`src/rtl/reg_seq_pkg.sv`:
```
// reg_seq_pkg: opcodes and FSM encoding for the register access sequencer.
// Optional readback compare is enabled by defining REG_SEQ_READBACK_EN.
package reg_seq_pkg;

  localparam logic [1:0] OP_LOAD   = 2'b00;
  localparam logic [1:0] OP_CLEAR  = 2'b01;
  localparam logic [1:0] OP_PRESET = 2'b10;
  localparam logic [1:0] OP_NOP    = 2'b11;

  typedef enum logic [1:0] {
    S_IDLE = 2'd0,
    S_EXEC = 2'd1,
    S_ACK  = 2'd2
  } state_t;

  function automatic logic is_pulse_op(input logic [1:0] op);
    return (op == OP_CLEAR) || (op == OP_PRESET);
  endfunction

endpackage

```
`src/rtl/reg_access_sequencer_arb.sv`:
```
// rr_arb2: two-way round-robin arbiter for the register sequencer.
// Pointer favours requester 0 after reset and flips past each winner.
module rr_arb2 (
  input  logic       clk,
  input  logic       clr,
  input  logic [1:0] req,
  input  logic       advance,
  output logic       grant_idx,
  output logic       grant_valid
);

  logic ptr_q;
  logic ptr_d;

  // Lone requester wins; on contention the pointer decides
  always_comb begin
    grant_valid = |req;
    unique case (req)
      2'b01:   grant_idx = 1'b0;
      2'b10:   grant_idx = 1'b1;
      2'b11:   grant_idx = ptr_q;
      default: grant_idx = 1'b0;
    endcase
    ptr_d = advance ? ~grant_idx : ptr_q;
  end

  // Pointer register
  always_ff @(posedge clk) begin
    if (clr) ptr_q <= 1'b0;
    else     ptr_q <= ptr_d;
  end

endmodule

```
`src/rtl/reg_access_sequencer.sv`:
```
// reg_access_sequencer: shares a preset/clear D bank between two requesters.
// Define REG_SEQ_READBACK_EN to build the reg_q readback compare on err.
module reg_access_sequencer
  import reg_seq_pkg::*;
#(
  parameter int W         = 4,
  parameter int PULSE_CYC = 2
) (
  input  logic         clk,
  input  logic         clr,
  input  logic [1:0]   req,
  input  logic [1:0]   op0,
  input  logic [1:0]   op1,
  input  logic [W-1:0] data0,
  input  logic [W-1:0] data1,
  output logic [1:0]   ack,
  output logic         busy,
  output logic [W-1:0] reg_d,
  output logic         reg_en,
  output logic         reg_pre_n,
  output logic         reg_clr_n,
  input  logic [W-1:0] reg_q,
  output logic         err
);

  localparam int CW = $clog2(PULSE_CYC + 1);

  state_t         state_q, state_d;
  logic [CW-1:0]  cnt_q, cnt_d;
  logic           win_q, win_d;
  logic [1:0]     op_q, op_d;
  logic [W-1:0]   reg_d_q, reg_d_d;
  logic           en_q, en_d;
  logic           pre_n_q, pre_n_d;
  logic           clr_n_q, clr_n_d;
  logic [1:0]     ack_q, ack_d;
  logic           busy_q, busy_d;

  logic           gnt_idx;
  logic           gnt_valid;
  logic           advance;
  logic [1:0]     op_sel;
  logic [W-1:0]   data_sel;

  rr_arb2 u_arb (
    .clk        (clk),
    .clr        (clr),
    .req        (req),
    .advance    (advance),
    .grant_idx  (gnt_idx),
    .grant_valid(gnt_valid)
  );

  assign op_sel   = gnt_idx ? op1   : op0;
  assign data_sel = gnt_idx ? data1 : data0;

  // State and registered outputs
  always_ff @(posedge clk) begin
    if (clr) begin
      state_q <= S_IDLE;
      cnt_q   <= '0;
      win_q   <= 1'b0;
      op_q    <= OP_NOP;
      reg_d_q <= '0;
      en_q    <= 1'b0;
      pre_n_q <= 1'b1;
      clr_n_q <= 1'b1;
      ack_q   <= 2'b00;
      busy_q  <= 1'b0;
    end else begin
      state_q <= state_d;
      cnt_q   <= cnt_d;
      win_q   <= win_d;
      op_q    <= op_d;
      reg_d_q <= reg_d_d;
      en_q    <= en_d;
      pre_n_q <= pre_n_d;
      clr_n_q <= clr_n_d;
      ack_q   <= ack_d;
      busy_q  <= busy_d;
    end
  end

  // Next state: grant in IDLE, count down in EXEC, one ACK cycle
  always_comb begin
    state_d = state_q;
    cnt_d   = cnt_q;
    win_d   = win_q;
    op_d    = op_q;
    reg_d_d = reg_d_q;
    advance = 1'b0;
    unique case (state_q)
      S_IDLE: begin
        if (gnt_valid) begin
          state_d = S_EXEC;
          win_d   = gnt_idx;
          op_d    = op_sel;
          reg_d_d = data_sel;
          advance = 1'b1;
          cnt_d   = is_pulse_op(op_sel) ? CW'(PULSE_CYC) : CW'(1);
        end
      end
      S_EXEC: begin
        cnt_d = cnt_q - CW'(1);
        if (cnt_q <= CW'(1)) state_d = S_ACK;
      end
      S_ACK: state_d = S_IDLE;
      default: state_d = S_IDLE;
    endcase
  end

  // Output decode from the upcoming state so strobes align with it
  always_comb begin
    en_d    = (state_d == S_EXEC) && (op_d == OP_LOAD);
    pre_n_d = !((state_d == S_EXEC) && (op_d == OP_PRESET));
    clr_n_d = !((state_d == S_EXEC) && (op_d == OP_CLEAR));
    busy_d  = (state_d != S_IDLE);
    ack_d   = 2'b00;
    if (state_d == S_ACK) ack_d = win_d ? 2'b10 : 2'b01;
  end

  assign ack       = ack_q;
  assign busy      = busy_q;
  assign reg_d     = reg_d_q;
  assign reg_en    = en_q;
  assign reg_pre_n = pre_n_q;
  assign reg_clr_n = clr_n_q;

`ifdef REG_SEQ_READBACK_EN
  logic [W-1:0] rb_exp;

  // Bank Q has settled by ACK, so err is decoded live alongside ack
  always_comb begin
    unique case (op_q)
      OP_CLEAR:  rb_exp = '0;
      OP_PRESET: rb_exp = '1;
      default:   rb_exp = reg_d_q;
    endcase
  end

  assign err = (state_q == S_ACK) && (op_q != OP_NOP) &&
               (reg_q != rb_exp);
`else
  logic unused_reg_q;
  assign unused_reg_q = ^reg_q;
  assign err = 1'b0;
`endif

endmodule

```
`config.mk`:
```
export PLATFORM = sky130hd
export DESIGN_NAME = reg_access_sequencer
export DESIGN_NICKNAME = d
export VERILOG_FILES = /design/src/rtl/reg_seq_pkg.sv /design/src/rtl/reg_access_sequencer_arb.sv /design/src/rtl/reg_access_sequencer.sv
export SDC_FILE = /design/constraint.sdc
export NUM_CORES = 1
export LEC_CHECK = 0
export CELL_PAD_IN_SITES_DETAIL_PLACEMENT = 0
export CELL_PAD_IN_SITES_GLOBAL_PLACEMENT = 1
export CORE_UTILIZATION = 30
export CTS_CLUSTER_DIAMETER = 200
export CTS_CLUSTER_SIZE = 12
export DETAILED_ROUTE_END_ITERATION = 8
export PLACE_DENSITY_LB_ADDON = 0.1
export RECOVER_POWER = 50
export SETUP_SLACK_MARGIN = 0.05
export SLEW_MARGIN = 20
export SYNTH_ARGS = -nofsm -noshare
export SYNTH_HDL_FRONTEND = slang
export SYNTH_SLANG_ARGS = --single-unit
```
`constraint.sdc`:
```
create_clock -name clk -period 1.9 [get_ports clk]
set_clock_uncertainty 0.15 [all_clocks]
set_input_delay 0.285 -clock clk [delete_from_list [all_inputs] [get_ports clk]]
set_output_delay 0.285 -clock clk [all_outputs]
set_load 0.01 [all_outputs]
```
==> reports/metrics.yaml, run 1 <==
critPathCaptureType: "flip-flop"
viasPerCell: 4.82
first_iter_violations: 7
root_buffer: "clkbuf_4"
required_ps: 1960
slowest_delay_ps: 600
row_count: 18
dp_cells: 150
cts_setup_buffers: 0
drv_cap: 0
arrival_ps: 1730
fin_crit_sh_pct: 88.2
drive_gt1_share_pct: 12.9
cts_max_path_buffers: 2
r2r-start: "state_q[1]$_SDFF_PP0_"
ys.warnings.count: 0
r2r.worst_path.cells: 4
crit_cells: 6
hold_buffers: 0
grt_max_degree: 11
ys_ff_latch: 18
coreArea_sq_um: 2480
syn-num-nets: 110
rsz0062_at_grt: "false"
power_density_nw_per_um2: 854
diodes: 0
regArea_sq_um: 360
path_clk_slew_ps: 110
leakage_uw: 0.000462
power.share.switching_pct: 28.7
routed-via-count: 743
drc_errors: 0
wirelength_mm: 1.76
fill_cells: 259
yosysSeqAreaShare_pct: 45.8
hp-class: "flip-flop to flip-flop"
dieArea_sq_um: 2830
internal-power_uw: 701
timing.final.hold_violations: 0
layout.nets: 146
gp_congestion: 0.734
ys_types: 31
htree_levels: 1
initial_core_util_pct: 31.8
post-place-ws_ps: -0.0132
fin_cells: 154
holdWs_ps: 342
dieHeight_um: 53.2
post_cts_resized: 0
area_growth_pct: 46.4
grt_pass1_vias: 615
pwr-share-seq_pct: 46.2
r2r_setup_slack_ps: 380
die_w_um: 53.2
hold_path_end: "cnt_q[1]$_SDFFE_PP0P_"
clk_latency_ps: 290
setup_violations: 0
critPathKind: "input pin to flip-flop"
setup_ws_ps: 224
crit_chain: "dlygate4sd3_1 -> or2_2 -> a21oi_1 -> a31oi_1 -> buf_4 -> nor4_2"
syn_avg_cell_area_sq_um: 8.84
grt_pass1_wl_mm: 2.73
final_util_pct: 46.5
p_comb_share_pct: 30.0
cts_num_sinks: 18
fmax_mhz: 597
grt-ovfl-total: 0
io_buffers: 25
crit_buf_inv: 2
placedInstanceArea_sq_um: 1130
ant_nets: 0
p_switching_uw: 283
status: "finished clean"
slew_violations: 0
peakVddDrop_v: 0.000503
synthCells: 89
period_needed_ps: 1680
path_max_fanout: 5
io_pins: 31
crit_family: "buffers and inverters"
r2r-end: "reg_pre_n$_SDFF_PP1_"
drt-pass1-iter-count: 4
multi_input_area_sq_um: 382
cts_buffers: 3
crit_path_start_kind: "input pin"
holdPathStages: 2
wl_per_cell_um: 11.4
design_area_sq_um: 1150
clkPwrFrac_pct: 23.8
slowest_stage: "dlygate4sd3_1"
hpwl_mm: 1.37
cts_tree: "built"
grt_antenna_before_repair: 0
syn_area_sq_um: 787
grt_usage_pct: 14.1
hold_start: "cnt_q[1]$_SDFFE_PP0P_"
==> worst reg2reg max path, cell delays in order, from the launching register on <==
cell and delay [ps]:
dfxtp_1 360, nor2_1 340, a21oi_1 130, a31oi_1 320, nand3b_1 110
==> state kept, by name (all words and copies together), names as in the netlist, 2 cells and up <==
signal   count
state_q      2
cnt_q        2
op_q         2
reg_d        4
ack          2
==> synth_stat cells <==
master	number	share of area, %
dfxtp_1	18	46
nor2_1	10	4.8
nand3_1	8	5.1
nand2_1	6	2.9
a311oi_1	5	5.6
a21oi_1	4	2.5
inv_1	4	1.9
o21ai_0	4	2.5
nand2b_1	3	2.4
nor2b_1	3	2.4
buf_2	2	1.3
nand3b_1	2	1.9
xnor2_1	2	2.2
a21boi_1	1	0.95
a21o_1	1	0.95
a31oi_1	1	0.80
a31oi_2	1	1.6
a32oi_1	1	1.1
and2_1	1	0.80
buf_4	1	0.95
clkbuf_1	1	0.48
conb_1	1	0.48
ha_1	1	1.6
nor2_2	1	0.80
nor3_1	1	0.64
nor3_4	1	2.1
nor4_2	1	1.6
o2bb2ai_1	1	1.1
o41ai_1	1	1.1
or2_2	1	0.80
or2b_1	1	0.95
==> per-stage QoR <==
stage	TNS, ps	total power [uW]
after CTS	0	1010
final	0	984
after floorplan	0	623
after detailed placement	-0.0132	769
after global routing	0	1050
after global placement	-6.77	766
==> cells in the final DEF, fill, tap and decap left out, drive strengths merged, types with 4 or more instances in the layout <==
master,instances
a21oi,4
a311oi,5
buf,8
clkbuf,6
clkdlybuf4s50,20
dfxtp,18
dlygate4sd3,5
inv,4
nand2,6
nand3,8
nor2,11
o21ai,4
==> layout make-up <==
cell class	count	share of cell area, %
inverters	4	1.30
flip-flops and latches	18	31.3
clock buffers	4	3.15
multi-input cells	63	33.1
repair buffers	35	27.9
well taps	30	3.26
==> worst max path at each step <==
stage / start / to / slack, ps
2_1_floorplan: state_q[0]$_SDFF_PP0_ / cnt_q[1]$_SDFFE_PP0P_ / 580
3_3_place_gp: req[0] / cnt_q[0]$_SDFFE_PP0P_ / -7
3_5_place_dp: req[1] / reg_en$_SDFF_PP0_ / -0.01
4_1_cts: reg_d[0]$_SDFFE_PP0P_ / reg_d[0] / 280
5_1_grt: req[0] / reg_d[2]$_SDFFE_PP0P_ / 100
6_report: req[0] / reg_en$_SDFF_PP0_ / 220
==> metal layers <==
| metal | wire, um | vias up | GRT usage (%) |
|---|---|---|---|
| met2 | 741 | 15 | 19.0 |
| met1 | 905 | 345 | 19.7 |
| li1 | - | 381 | - |
| met5 | 0 | - | 0 |
| met3 | 87 | 2 | 5.46 |
| met4 | 20 | 0 | 5.26 |
==> logic make-up after synthesis <==
family / synth area share, %
AOI/OAI and AO/OA: 18.3
and+or+nand+nor: 27.0
buffers and inverters: 4.61
adders and majority gates: 1.59
DFF: 45.8
xor gates and xnor gates: 2.23
other: 0.476
==> power by group through the flow <==
stage / Combinational (uW) / Sequential (uW) / Clock [uW]
finish: 295 / 454 / 234
global route: 328 / 461 / 261
CTS: 307 / 455 / 248
detailed placement: 305 / 464 / 0
global placement: 303 / 463 / 0
floorplan: 151 / 473 / 0
Power figures use the tool's default switching activity.
==> run 2, diff against run 1 <==
Settings changed: GPL_ROUTABILITY_DRIVEN set to 0.
Clock period 1.9 ns to 2.17 ns, I/O delays scaled along.
==> run 2 against run 1 <==
Via count shrank 5.7%. Non-clock buffer count shrank 7. Global-route usage shrank 0.36 points. Total power shrank 19%. Register-to-register slack gained 260 ps. Cell area shrank 4.9%. First-iteration DRC count grew 140%. Flip-flop and latch count is the same. Setup slack gained 170 ps. Sequential share of layout area grew 1.6 points. Combinational power shrank 18%. Highest routed layer unchanged.
==> reports/metrics.yaml, run 2 (same netlist as run 1, synthesis figures left out) <==
setup_violations: 0
multi_input_area_sq_um: 388
cts_max_path_buffers: 2
status: "finished clean"
fmax_mhz: 564
fin_cells: 146
htree_levels: 1
holdPathStages: 2
grt_usage_pct: 13.7
regArea_sq_um: 360
r2r-start: "u_arb.ptr_q$_SDFFE_PP0P_"
hold_path_end: "cnt_q[1]$_SDFFE_PP0P_"
first_iter_violations: 17
cts_setup_buffers: 0
cts_tree: "built"
critPathCaptureType: "flip-flop"
root_buffer: "clkbuf_4"
drt-pass1-iter-count: 4
grt-ovfl-total: 0
ant_nets: 0
fill_cells: 266
required_ps: 2200
grt_max_degree: 11
row_count: 18
layout.nets: 139
layout_common_cells: "18 x dfxtp_1, 18 x clkdlybuf4s50_1, 11 x nor2_1"
r2r-end: "reg_clr_n$_SDFF_PP1_"
post_cts_resized: 0
io_buffers: 25
drive_gt1_share_pct: 8.62
coreArea_sq_um: 2480
path_max_fanout: 9
critPathKind: "input pin to flip-flop"
io_pins: 31
grt_pass1_vias: 606
die_w_um: 53.2
arrival_ps: 1800
power_density_nw_per_um2: 731
hold_buffers: 0
path_clk_slew_ps: 100
drc_errors: 0
largest_reg_flops: 4
finalSetupTns_ps: 0
cts_num_sinks: 18
timing.final.hold_violations: 0
hp-class: "flip-flop to flip-flop"
dieArea_sq_um: 2830
dieHeight_um: 53.2
cts_buffers: 3
slew_violations: 0
holdWs_ps: 339
routed-via-count: 701
rsz0062_at_grt: "false"
diodes: 0
r2r_setup_slack_ps: 640
period_needed_ps: 1770
clk_latency_ps: 290
grt_pass1_wl_mm: 2.67
initial_core_util_pct: 31.8
leakage_uw: 0.000426
viasPerCell: 4.80
crit_path_start_kind: "input pin"
final_util_pct: 44.2
drv_cap: 0
dp_cells: 143
wl_per_cell_um: 12.2
area_growth_pct: 39.3
p_total_uw: 801
grt_antenna_before_repair: 0
peakVddDrop_v: 0.000403
r2r.worst_path.cells: 4
wirelength_mm: 1.78
fin_crit_sh_pct: 81.7
hold_start: "cnt_q[1]$_SDFFE_PP0P_"
hpwl_mm: 1.40
run 2: cell count changes in the layout (fill, tap and decap cells not counted), sizes merged:
| cell | previous run | this run |
|---|---|---|
| buf | 8 | 3 |
| clkbuf | 6 | 3 |
| clkdlybuf4s50 | 20 | 18 |
| dlygate4sd3 | 5 | 7 |
run 2: worst max-delay path, stage by stage:
cell and delay, ps:
dlygate4sd3_1 620, nand2b_1 280, nand3_1 140, a31oi_1 340, nand3b_1 110
run 2: stage by stage:
stage	worst slack (ps)	area, sq um
after floorplan	855	787
after global placement	140	1080
after detailed placement	163	1080
after CTS	472	1100
after global routing	283	1100
final	397	1100
run 2: cell type report:
| type | count | area share (%) |
|---|---|---|
| flip-flops and latches | 18 | 32.9 |
| clock buffers | 3 | 2.05 |
| inverters | 4 | 1.37 |
| repair buffers | 28 | 24.9 |
| well taps | 30 | 3.42 |
| multi-input cells | 63 | 35.4 |
run 2: where the power goes:
part,leakage (uW),switching (uW),total (uW),internal [uW]
combinational,0.000264,120,242,122
clock,0.0000138,96.7,161,64.4
sequential,0.000149,23.6,398,374
total,0.000426,240,801,561
run 2: worst max path at each step:
stage | start | endpoint | slack (ps) | depth (start not counted)
final | req[0] | reg_clr_n$_SDFF_PP1_ | 400 | 5
after detailed placement | req[0] | cnt_q[1]$_SDFFE_PP0P_ | 160 | 5
after global routing | req[0] | reg_clr_n$_SDFF_PP1_ | 280 | 5
after global placement | req[0] | reg_clr_n$_SDFF_PP1_ | 140 | 5
after floorplan | state_q[0]$_SDFF_PP0_ | cnt_q[1]$_SDFFE_PP0P_ | 850 | 3
after CTS | req[0] | cnt_q[1]$_SDFFE_PP0P_ | 470 | 5
run 2: routing by layer:
| layer | global-route usage, % | vias up | share of wire [%] |
|---|---|---|---|
| met5 | 0 | - | 0 |
| met4 | 3.95 | 0 | 0.84 |
| met3 | 6.03 | 2 | 5.6 |
| met2 | 19.2 | 15 | 42 |
| met1 | 18.6 | 316 | 52 |
| li1 | - | 368 | - |
